File: src/rtl/alu_arbiter.sv
`default_nettype none
// ============================================================================
// Module   : alu_arbiter
// Purpose  : Round-robin sharing of one combinational ALU between NUM_REQ
//            requesters, with a one-entry, requester-tagged response register.
// Revision : 1.0
// ============================================================================
module alu_arbiter #(
   parameter int  DATA_WIDTH = 32,
   parameter int  NUM_REQ    = 2,
   localparam int ID_W       = $clog2(NUM_REQ)
) (
   input  logic                          clk,
   input  logic                          rst_n,
   input  logic [NUM_REQ-1:0]            req_valid,
   output logic [NUM_REQ-1:0]            req_ready,
   input  logic [NUM_REQ*DATA_WIDTH-1:0] req_input0,
   input  logic [NUM_REQ*DATA_WIDTH-1:0] req_input1,
   input  logic [NUM_REQ*4-1:0]          req_aluselect,
   output logic [DATA_WIDTH-1:0]         alu_input0,
   output logic [DATA_WIDTH-1:0]         alu_input1,
   output logic [3:0]                    alu_aluselect,
   input  logic [DATA_WIDTH-1:0]         alu_out,
   output logic                          rsp_valid,
   input  logic                          rsp_ready,
   output logic [ID_W-1:0]               rsp_id,
   output logic [DATA_WIDTH-1:0]         rsp_data
);

   typedef enum logic [0:0] {
      S_EMPTY = 1'b0,
      S_FULL  = 1'b1
   } state_t;

   localparam logic [ID_W:0]   c_num_req = (ID_W+1)'(NUM_REQ);
   localparam logic [ID_W-1:0] c_last    = ID_W'(NUM_REQ - 1);

   state_t                  r_state;
   logic [DATA_WIDTH-1:0]   r_rsp_data;
   logic [ID_W-1:0]         r_rsp_id;
   logic [ID_W-1:0]         r_rr_ptr;

   logic [DATA_WIDTH-1:0]   w_in0 [NUM_REQ];
   logic [DATA_WIDTH-1:0]   w_in1 [NUM_REQ];
   logic [3:0]              w_sel [NUM_REQ];

   logic [NUM_REQ-1:0]      w_grant;
   logic [ID_W-1:0]         w_grant_id;
   logic [ID_W:0]           w_sum;
   logic                    w_any;
   logic                    w_can_accept;
   logic                    w_xfer;
   logic [ID_W-1:0]         w_next_ptr;

   for (genvar g = 0; g < NUM_REQ; g++) begin : g_unpack
      assign w_in0[g] = req_input0[g*DATA_WIDTH +: DATA_WIDTH];
      assign w_in1[g] = req_input1[g*DATA_WIDTH +: DATA_WIDTH];
      assign w_sel[g] = req_aluselect[g*4 +: 4];
   end

   // Search from r_rr_ptr upward, wrapping modulo NUM_REQ; first valid wins.
   always_comb begin
      w_grant    = '0;
      w_grant_id = '0;
      w_any      = 1'b0;
      w_sum      = '0;
      for (int k = 0; k < NUM_REQ; k++) begin
         w_sum = {1'b0, r_rr_ptr} + (ID_W+1)'(k);
         if (w_sum >= c_num_req) begin
            w_sum = w_sum - c_num_req;
         end
         if (!w_any && req_valid[w_sum[ID_W-1:0]]) begin
            w_any                      = 1'b1;
            w_grant[w_sum[ID_W-1:0]]   = 1'b1;
            w_grant_id                 = w_sum[ID_W-1:0];
         end
      end
   end

   assign w_can_accept = (r_state == S_EMPTY) || rsp_ready;
   assign w_xfer       = w_any && w_can_accept;
   assign w_next_ptr   = (w_grant_id == c_last) ? '0 : w_grant_id + ID_W'(1);
   assign req_ready    = rst_n ? (w_grant & {NUM_REQ{w_can_accept}}) : '0;

   always_comb begin
      alu_input0    = '0;
      alu_input1    = '0;
      alu_aluselect = '0;
      if (rst_n && w_any) begin
         alu_input0    = w_in0[w_grant_id];
         alu_input1    = w_in1[w_grant_id];
         alu_aluselect = w_sel[w_grant_id];
      end
   end

   // A transfer reloads the register even when FULL, covering drain-and-refill.
   always_ff @(posedge clk or negedge rst_n) begin
      if (!rst_n) begin
         r_state    <= S_EMPTY;
         r_rsp_data <= '0;
         r_rsp_id   <= '0;
         r_rr_ptr   <= '0;
      end else if (w_xfer) begin
         r_state    <= S_FULL;
         r_rsp_data <= alu_out;
         r_rsp_id   <= w_grant_id;
         r_rr_ptr   <= w_next_ptr;
      end else if ((r_state == S_FULL) && rsp_ready) begin
         r_state    <= S_EMPTY;
      end
   end

   assign rsp_valid = (r_state == S_FULL);
   assign rsp_id    = r_rsp_id;
   assign rsp_data  = r_rsp_data;

endmodule
`default_nettype wire

File: config.mk
export PLATFORM = sky130hd
export DESIGN_NAME = alu_arbiter
export DESIGN_NICKNAME = d
export VERILOG_FILES = /design/src/rtl/alu_arbiter.sv
export SDC_FILE = /design/constraint.sdc
export NUM_CORES = 1
export LEC_CHECK = 0
export CORE_AREA = 8 8 102 104
export CTS_CLUSTER_SIZE = 30
export DETAILED_ROUTE_END_ITERATION = 8
export DIE_AREA = 0 0 110 112
export MAX_ROUTING_LAYER = met4
export PLACE_DENSITY = 0.85
export SYNTH_ARGS = -nofsm -noshare
export SYNTH_HDL_FRONTEND = slang
export SYNTH_SLANG_ARGS = --single-unit
File: constraint.sdc
create_clock -name clk -period 2.9 [get_ports clk]
set_clock_uncertainty 0.1 [all_clocks]
set_input_delay 0.87 -clock clk [delete_from_list [all_inputs] [get_ports clk]]
set_output_delay 0.87 -clock clk [all_outputs]
set_load 0.02 [all_outputs]
==> results of run 1 <==
-- how the worst max path moves through the flow --
stage                           endpoint  slack, ns
after floorplan            alu_input1[1]       0.19
after global placement    alu_input0[15]      -0.72
after detailed placement  alu_input0[15]      -0.74
after CTS                 alu_input0[29]     0.0008
after global routing       alu_input1[6]      0.005
final                     alu_input1[30]       0.03
-- metrics by stage --
| stage | cell area (um2) | hold WS [ns] |
|---|---|---|
| finish | 5850 | 0.420 |
| global route | 5850 | 0.442 |
| CTS | 5790 | 0.420 |
| detailed placement | 5450 | 0.393 |
| global placement | 5450 | 0.390 |
| floorplan | 2520 | 0.395 |
-- kinds of logic after synthesis --
group | count (synthesis)
flip-flops | 35
multiplexers | 32
AO/OA/AOI/OAI | 74
AND/OR/NAND/NOR | 144
buffers and inverters | 33
-- timing repair --
| action | CTS | global route |
|---|---|---|
| resized for setup | 377 | 24 |
| setup buffers | 3 | 0 |
| pin swaps | 4 | 2 |
| endpoints found under the hold margin | 0 | 0 |
| setup endpoints to repair | 70 | 45 |
| gates cloned | 6 | 0 |
-- state kept, by name, summed over array words and instances (netlist names) --
register and flops:
rsp_id 1, r_rr_ptr 1, rsp_valid 1, rsp_data 32
-- area by class of cell --
class / instances / area [um2]
Multi-Input combinational cell: 250 / 1760
Sequential cell: 35 / 876
Clock buffer: 6 / 82.6
Timing Repair Buffer: 299 / 2990
Fill cell: 680 / 3040
Clock inverter: 1 / 5.00
Tap cell: 111 / 139
Inverter: 1 / 3.75
-- metal layers --
layer | global-route usage | share of wire | up-vias
li1 | - | - | 1650
met5 | - | 0 | -
met1 | 0.232 | 0.38 | 1613
met3 | 0.0555 | 0.094 | 10
met2 | 0.391 | 0.52 | 185
met4 | 0.0432 | 0.0099 | 0
-- worst max-delay path, delay by kind of cell --
kind            cells  cell delay (ns)
buf+inv             5             0.82
compound gates      2             0.18
-- synth_stat cells --
cell type / number / area share
a21oi_1: 2 / 0.0040
nand2_2: 1 / 0.0025
inv_2: 1 / 0.0015
buf_2: 13 / 0.026
o21ai_2: 1 / 0.0035
a31oi_1: 2 / 0.0050
dfrtp_1: 35 / 0.35
nand2_1: 139 / 0.21
buf_4: 1 / 0.0030
buf_6: 5 / 0.022
o22ai_1: 68 / 0.17
nand2b_4: 1 / 0.0055
buf_1: 2 / 0.0030
mux2_4: 21 / 0.13
o21a_4: 1 / 0.0060
clkbuf_1: 11 / 0.016
nor2_1: 3 / 0.0045
mux2_2: 11 / 0.049
-- cell usage in the layout, fill, tap and decap left out, drive strengths merged, types with 2 or more instances in the layout --
cell	n
dfrtp	35
clkbuf	7
a31oi	2
o22ai	68
nand2	140
a21oi	2
mux2	32
buf	94
nor2	3
clkdlybuf4s50	203
-- report_power, final --
| part | internal (mW) | leakage (nW) | switching, mW |
|---|---|---|---|
| combinational | 0.672 | 2.07 | 0.569 |
| clock | 0.186 | 0.0470 | 0.175 |
| sequential | 0.557 | 0.406 | 0.0476 |
| total | 1.42 | 2.52 | 0.791 |
==> results.txt, run 1 <==
CTS tree = built
largest stage delay on the critical path = 0.22 ns
Die Ht = 112 um
Distinct cells, synth = 18
largest family of logic cells by synthesized area = simple AND/OR/NAND/NOR gates
worst skew pair latency = 0.28 ns
leakage = 2.52 nW
Hold Buf Count CTS = 0
CTS clk-pin slew, worst paths = 0.07 ns
Total Wirelength = 14,200 um
post-synthesis sequential area ratio = 0.347
ANT nets after route = 0
TNS Setup = 0 ns
Critical Path RT = 1.93 ns
HPWL Detailed = 10,100 um
max-slew violation total from the final report = 0
Syn Inst Count = 318
I/O Buffers = 276
CP arrival = 1.90 ns
# DRC = 0
placed cell count = 689
I/O Pins = 277
Util after Layout = 0.658
Post-Synth Simple-Gate Area = 0.219
min Tclk post-route = 2.87 ns
status = finished clean
Slew @ Worst Pin = 0.280 ns
Clock Tree Buf Depth = 2
Hold Path Origin = rsp_data[31]
Num CTS Buffers = 5
synth warn = 0
post-synthesis compound-gate area fraction = 0.187
grt ovf = 0
Rel. slew slack = 0.814
final non-filler cell total = 703
# nets final = 765
CTS Root Cell = clkbuf_8
XOR/XNOR Fraction of Synth Area = 0
Mapped Nets = 491
startpoint types = input pin
# setup viols final = 0
r2r setup slk = 1.22 ns
die width = 110 um
layout cells sized above 1 = 0.296
crit end category = primary output
ant diodes = 0
FF-to-FF path depth = 5
area grow syn2layout = 132%
Crit Path Class = in2out
synthesized area = 0.00252 mm2
Hold Path Sink = rsp_data[31]
first-pass GRT wire length = 20,500 um
Routability Congestion = 0.826
critical-path cell list = clkdlybuf4s15_2 -> buf_6 -> o21ai_4 -> buf_12 -> buf_8 -> o22ai_1 -> buf_2
GRT Total Usage = 0.218
largest net degree at the start of global routing = 66
CTS H-Tree Depth = 2
clock sink count = 35
Post-Synth Adder-Cell Area = 0
Seq cells post-synth = 35
worst slack, placed = -0.743 ns
fin crit share = 0.989
Worst VDD drop = 0.000398 V
routed vias = 3,458
CP startpoint = req_valid[1]
total power draw = 2.21 mW
Avg Synthesized Cell Area = 7.93 um2
crit path max-delay cell type = clkdlybuf4s15_2
initial drt markers = 270
power per cell area = 377 mW/mm2
vias in the first global route = 3,653
PnR worst setup slack = 0.0310 ns
Hold Path Class = reg2reg
Core Box Area = 0.00889 mm2
First-pass DRT Iterations = 6
initial antenna violation count = 0
Placement Rows = 35
RR Endpoint = rsp_data[18]
starting density of the core = 0.284
Max Cap Viol = 0
hold depth = 1
Final Hold Fails = 0
WL per Instance = 20.2 um
mux cell area share after synthesis = 0.174
Worst R2R Start = rsp_valid
Peak Freq = 0.349 GHz
detailed-route vias per instance = 4.92
setup repair after global routing missed its margin = false
crit-path max FO = 18
die area = 0.0123 mm2
Note: power is estimated with default switching activity, not from simulation.
==> run 2, diff against run 1 <==
Settings changed: CORE_AREA 8 8 102 104 to 2 2 108 110, PLACE_DENSITY 0.85 to 0.7.
==> results.txt, run 2 (same netlist as run 1, synthesis figures left out) <==
leakage = 2.49 nW (-1.3%)
Total Wirelength = 11,900 um (-16%)
Final Hold Fails = 0 (unchanged)
crit end category = primary output
CTS tree = built
register area = 876 um2 (unchanged)
first-pass GRT wire length = 17,400 um (-15%)
vias in the first global route = 3,476 (-4.8%)
Core Box Area = 0.0112 mm2 (+26%)
initial antenna violation count = 0 (unchanged)
die width = 110 um (unchanged)
GRT Total Usage = 0.185 (-0.0328)
Critical Path RT = 1.93 ns (about the same)
Routability Congestion = 0.909 (+10%)
Hold Path Class = reg2reg
largest stage delay on the critical path = 0.47 ns (+0.25 ns)
TNS Setup = 0 ns (unchanged)
Rel. slew slack = 0.823 (+0.00960)
status = finished clean
I/O Pins = 277 (unchanged)
CTS H-Tree Depth = 2 (unchanged)
Max Cap Viol = 0 (unchanged)
Worst VDD drop = 0.000443 V (+11%)
I/O Buffers = 276 (unchanged)
detailed-route vias per instance = 4.67 (-5.1%)
most common cell after layout, fill and taps aside = clkdlybuf4s50_1
Clock Tree Buf Depth = 2 (unchanged)
layout cells sized above 1 = 0.257 (-0.0389)
startpoint types = input pin
worst skew pair latency = 0.28 ns (about the same)
power per cell area = 400 mW/mm2 (+6.1%)
Placement Rows = 39 (+11%)
ANT nets after route = 0 (unchanged)
worst slack, placed = -0.715 ns (+0.0279 ns)
crit-path max FO = 2 (-16)
cell family with most CP delay = buffers and inverters
Slew @ Worst Pin = 0.264 ns (-0.0152 ns)
Num CTS Buffers = 5 (unchanged)
max FFs per register = 32 (unchanged)
crit path max-delay cell type = clkdlybuf4s50_1
setup repair after global routing missed its margin = false
starting density of the core = 0.226 (-0.0580)
multi-input logic area = 0.00152 mm2 (-14%)
ant diodes = 0 (unchanged)
First-pass DRT Iterations = 5 (-1)
fin crit share = 0.956 (-0.0334)
initial drt markers = 136 (-50%)
# DRC = 0 (unchanged)
CTS Root Cell = clkbuf_16
area grow syn2layout = 121%
clock sink count = 35 (unchanged)
grt ovf = 0 (unchanged)
WL per Instance = 16.0 um (-21%)
# setup viols final = 0 (unchanged)
# nets final = 772 (+0.92%)
CTS clk-pin slew, worst paths = 0.06 ns (about the same)
commonest non-fill, non-tap cells in the layout = clkdlybuf4s50_1, nand2_1, o22ai_1
die area = 0.0123 mm2 (unchanged)
CP arrival = 1.80 ns (-0.10 ns)
Crit Path Class = in2out
Peak Freq = 0.361 GHz (+3.5%)
HPWL Detailed = 8990 um (-11%)
fill cell count = 1,056 (+55%)
Buf+Inv Stages, Crit Path = 2 (-3)
largest net degree at the start of global routing = 66 (unchanged)
PnR worst setup slack = 0.128 ns (+0.0968 ns)
routed vias = 3,467 (+0.26%)
Die Ht = 112 um (unchanged)
max-slew violation total from the final report = 0 (unchanged)
critical-path cell list = clkdlybuf4s50_1 -> nand2b_4 -> nand2_1 -> nor2_1 -> buf_2
min Tclk post-route = 2.77 ns (-0.0968 ns)
Hold Buf Count CTS = 0 (unchanged)
-- run 2: through the flow --
stage           util  hold slack, ns  power (mW)  std cells  instance area [um2]
5_1_grt        0.499           0.426        2.33        743                 5570
3_5_place_dp   0.498           0.397        1.72        728                 5560
2_1_floorplan      -           0.395        1.10        318                 2520
6_report       0.499           0.410        2.23        743                 5570
4_1_cts        0.497           0.413        2.25        743                 5560
3_3_place_gp   0.498           0.393        1.71        728                 5560
-- run 2: path summary, 6_finish.rpt --
path / start / endpoint / slack (ns) / cells past startpoint
setup / recovery: rsp_ready / req_ready[0] / 0.13 / 5
hold / removal: rsp_data[6] / rsp_data[6] / 0.41 / 1
setup reg to reg: rsp_valid / rsp_data[29] / 1.31 / 5
hold reg to reg: rsp_data[6] / rsp_data[6] / 0.41 / 1
max in group asynchronous: rst_n / rsp_data[7] / 1.78 / 3
min in group asynchronous: rst_n / rsp_data[31] / 0.47 / 2
-- run 2: cell type report --
class | count | area share
Clock buffer | 6 | 0.0231
Clock inverter | 2 | 0.00225
Inverter | 1 | 0.000674
Multi-Input combinational cell | 250 | 0.272
Sequential cell | 35 | 0.157
Tap cell | 143 | 0.0321
Timing Repair Buffer | 306 | 0.513
-- run 2: power breakdown --
| part | leakage, nW | switching (mW) | total (mW) | internal (mW) |
|---|---|---|---|---|
| logic | 2.01 | 0.503 | 1.11 | 0.607 |
| registers | 0.406 | 0.0468 | 0.605 | 0.558 |
| clock network | 0.0669 | 0.200 | 0.516 | 0.317 |
| total | 2.49 | 0.749 | 2.23 | 1.48 |
-- run 2: what timing repair did --
item,4_1_cts,5_1_grt
endpoints found under the hold margin,0,0
pin swaps,3,0
resized for setup,315,10
endpoints found under the setup margin,70,69
buffers inserted,4,0
gates cloned,3,0
-- run 2: metal layers --
layer / routed length (um) / track usage / up-vias
li1: - / - / 1667
met1: 4430 / 0.200 / 1597
met2: 6050 / 0.338 / 189
met3: 1300 / 0.0427 / 14
met4: 135 / 0.0405 / 0
met5: 0 / - / -
==> run 3, diff against run 2 <==
Settings changed: CORE_AREA 2 2 108 110 to 2 2 107 109, DIE_AREA 0 0 110 112 to 0 0 109 111, MAX_ROUTING_LAYER met4 to default, PLACE_DENSITY 0.7 to 0.71.
==> results.txt, run 3 (same netlist as run 1, synthesis figures left out) <==
first-pass GRT wire length = 18,700 um (+7.4%)
ANT nets after route = 0 (unchanged)
CP most frequent cell = buf_12
Critical Path RT = 1.93 ns (about the same)
initial antenna violation count = 3 (+3)
max-slew violation total from the final report = 0 (unchanged)
cell family with most CP delay = buffers and inverters
Worst VDD drop = 0.000363 V (-18%)
FF-to-FF path depth = 5 (unchanged)
Die Ht = 111 um (-0.89%)
# DRC = 0 (unchanged)
I/O Buffers = 276 (unchanged)
critical-path cell list = buf_2 -> inv_2 -> o21ai_4 -> buf_12 -> buf_12 -> o22ai_1 -> buf_4
GRT Total Usage = 0.199 (+0.0137)
CTS clk-pin slew, worst paths = 0.05 ns (about the same)
worst slack, placed = -0.763 ns (-0.0486 ns)
Num CTS Buffers = 5 (unchanged)
crit-path max FO = 23 (+21)
layout cells sized above 1 = 0.268 (+0.0113)
startpoint types = input pin
Total Wirelength = 13,000 um (+9.3%)
setup repair after global routing missed its margin = false
leakage = 2.53 nW (+1.6%)
Buf+Inv Stages, Crit Path = 5 (+3)
WL per Instance = 17.5 um (+9.4%)
largest net degree at the start of global routing = 53 (-20%)
Hold Path Class = reg2reg
detailed-route vias per instance = 4.80 (+2.9%)
r2r setup slk = 1.29 ns (-0.02 ns)
hold depth = 1 (unchanged)
I/O Pins = 277 (unchanged)
M1 wire length = 4860 um (+9.9%)
Rel. slew slack = 0.827 (+0.00411)
Slew @ Worst Pin = 0.258 ns (-0.00614 ns)
clock sink count = 35 (unchanged)
routed vias = 3,563 (+2.8%)
Max Cap Viol = 0 (unchanged)
met2 routed WL = 6520 um (+7.8%)
CTS tree = built
worst skew pair latency = 0.27 ns (about the same)
Hold Path Sink = rsp_data[18]
crit path max-delay cell type = o21ai_4
die width = 109 um (-0.91%)
grt ovf = 0 (unchanged)
total power draw = 2.32 mW (+3.8%)
# nets final = 769 (-0.39%)
PnR worst setup slack = 0.0603 ns (-0.0675 ns)
met3 wire length = 1230 um (-5.3%)
fin crit share = 0.979 (+0.0233)
Peak Freq = 0.352 GHz (-2.4%)
Top Metal Used = met5
crit end category = primary output
vias in the first global route = 3,622 (+4.2%)
max FFs per register = 32 (unchanged)
min Tclk post-route = 2.84 ns (+0.0675 ns)
Placement Rows = 39 (unchanged)
Final Hold Fails = 0 (unchanged)
commonest non-fill, non-tap cells in the layout = clkdlybuf4s50_1, nand2_1, o22ai_1
power per cell area = 405 mW/mm2 (+1.0%)
CTS Root Cell = clkbuf_16
Hold Path Origin = rsp_data[18]
most common cell after layout, fill and taps aside = clkdlybuf4s50_1
Worst R2R Start = rsp_valid
CTS H-Tree Depth = 2 (unchanged)
Post-DP Area = 0.00553 mm2 (-0.54%)
Crit Path Class = in2out
largest stage delay on the critical path = 0.21 ns (-0.26 ns)
Routability Congestion = 0.915 (+0.64%)
Core Box Area = 0.0111 mm2 (-0.87%)
status = finished clean
Hold Buf Count CTS = 0 (unchanged)
RR Endpoint = rsp_data[5]
Final Instance Area = 0.00572 mm2 (+2.7%)
starting density of the core = 0.228 (+0.00199)
First-pass DRT Iterations = 4 (-1)
CP arrival = 1.87 ns (+0.07 ns)
HPWL Detailed = 9740 um (+8.2%)
# setup viols final = 0 (unchanged)
area grow syn2layout = 127%
Clock Tree Buf Depth = 2 (unchanged)
die area = 0.0121 mm2 (-1.8%)
initial drt markers = 255 (+88%)
## run 3: cell types whose count changed in the layout (fill, tap and decap cells not counted), moves of 2 or more
cell       change
o22ai_1        -8
clkbuf_2       -2
clkbuf_8       +2
o22ai_2        +7
buf_4          -8
clkbuf_16      +2
buf_6          +2
buf_12         +2
diode_2        +2
## run 3: cell type report
class | count | area (um2)
antenna | 2 | 5.00
clock buffer | 7 | 153
clock inverter | 1 | 7.51
fill | 1041 | 5350
inverter | 1 | 3.75
multi-input combinational | 250 | 1570
sequential | 35 | 876
tap | 143 | 179
timing repair buffer | 303 | 2930
## run 3: timing repair
item                                   CTS  global route
endpoints found under the hold margin    0             0
gates resized for setup                327             2
buffers inserted                         2             0
pin swaps                                2             0
gates cloned                             3             2
setup endpoints to repair               70             3
## run 3: worst max path at each step
stage	from	endpoint	cells after the start
after floorplan	rst_n	alu_input1[1]	4
after global placement	req_valid[0]	alu_input1[23]	5
after detailed placement	req_valid[0]	alu_input1[10]	5
after CTS	rst_n	alu_input1[18]	6
after global routing	req_valid[0]	alu_input0[16]	7
final	req_valid[0]	alu_input1[4]	7
## run 3: stage by stage
stage / setup TNS, ns / hold slack [ns] / std cells / utilization
finish: 0 / 0.405 / 742 / 0.517
global route: 0 / 0.422 / 742 / 0.517
CTS: 0 / 0.406 / 738 / 0.512
detailed placement: -46.89 / 0.392 / 725 / 0.499
global placement: -46.80 / 0.389 / 725 / 0.499
floorplan: 0 / 0.395 / 318 / -
## run 3: routing by layer
layer  vias up  track usage
li1       1659            -
met1      1688        0.217
met2       188        0.352
met3        26       0.0606
met4         2       0.0778
met5         -            0
## run 3: where the power goes
| group | switching, mW | internal (mW) |
|---|---|---|
| Combinational | 0.524 | 0.632 |
| Clock | 0.193 | 0.365 |
| Sequential | 0.0436 | 0.558 |
## run 3: worst reg2reg max path, delay by kind of cell, from the launching register on
kind                   cells  cell delay [ns]
buffers and inverters      2             0.36
AOI/OAI and AO/OA          1             0.23
DFF                        1             0.40
and+or+nand+nor            1             0.08
muxes                      1             0.33
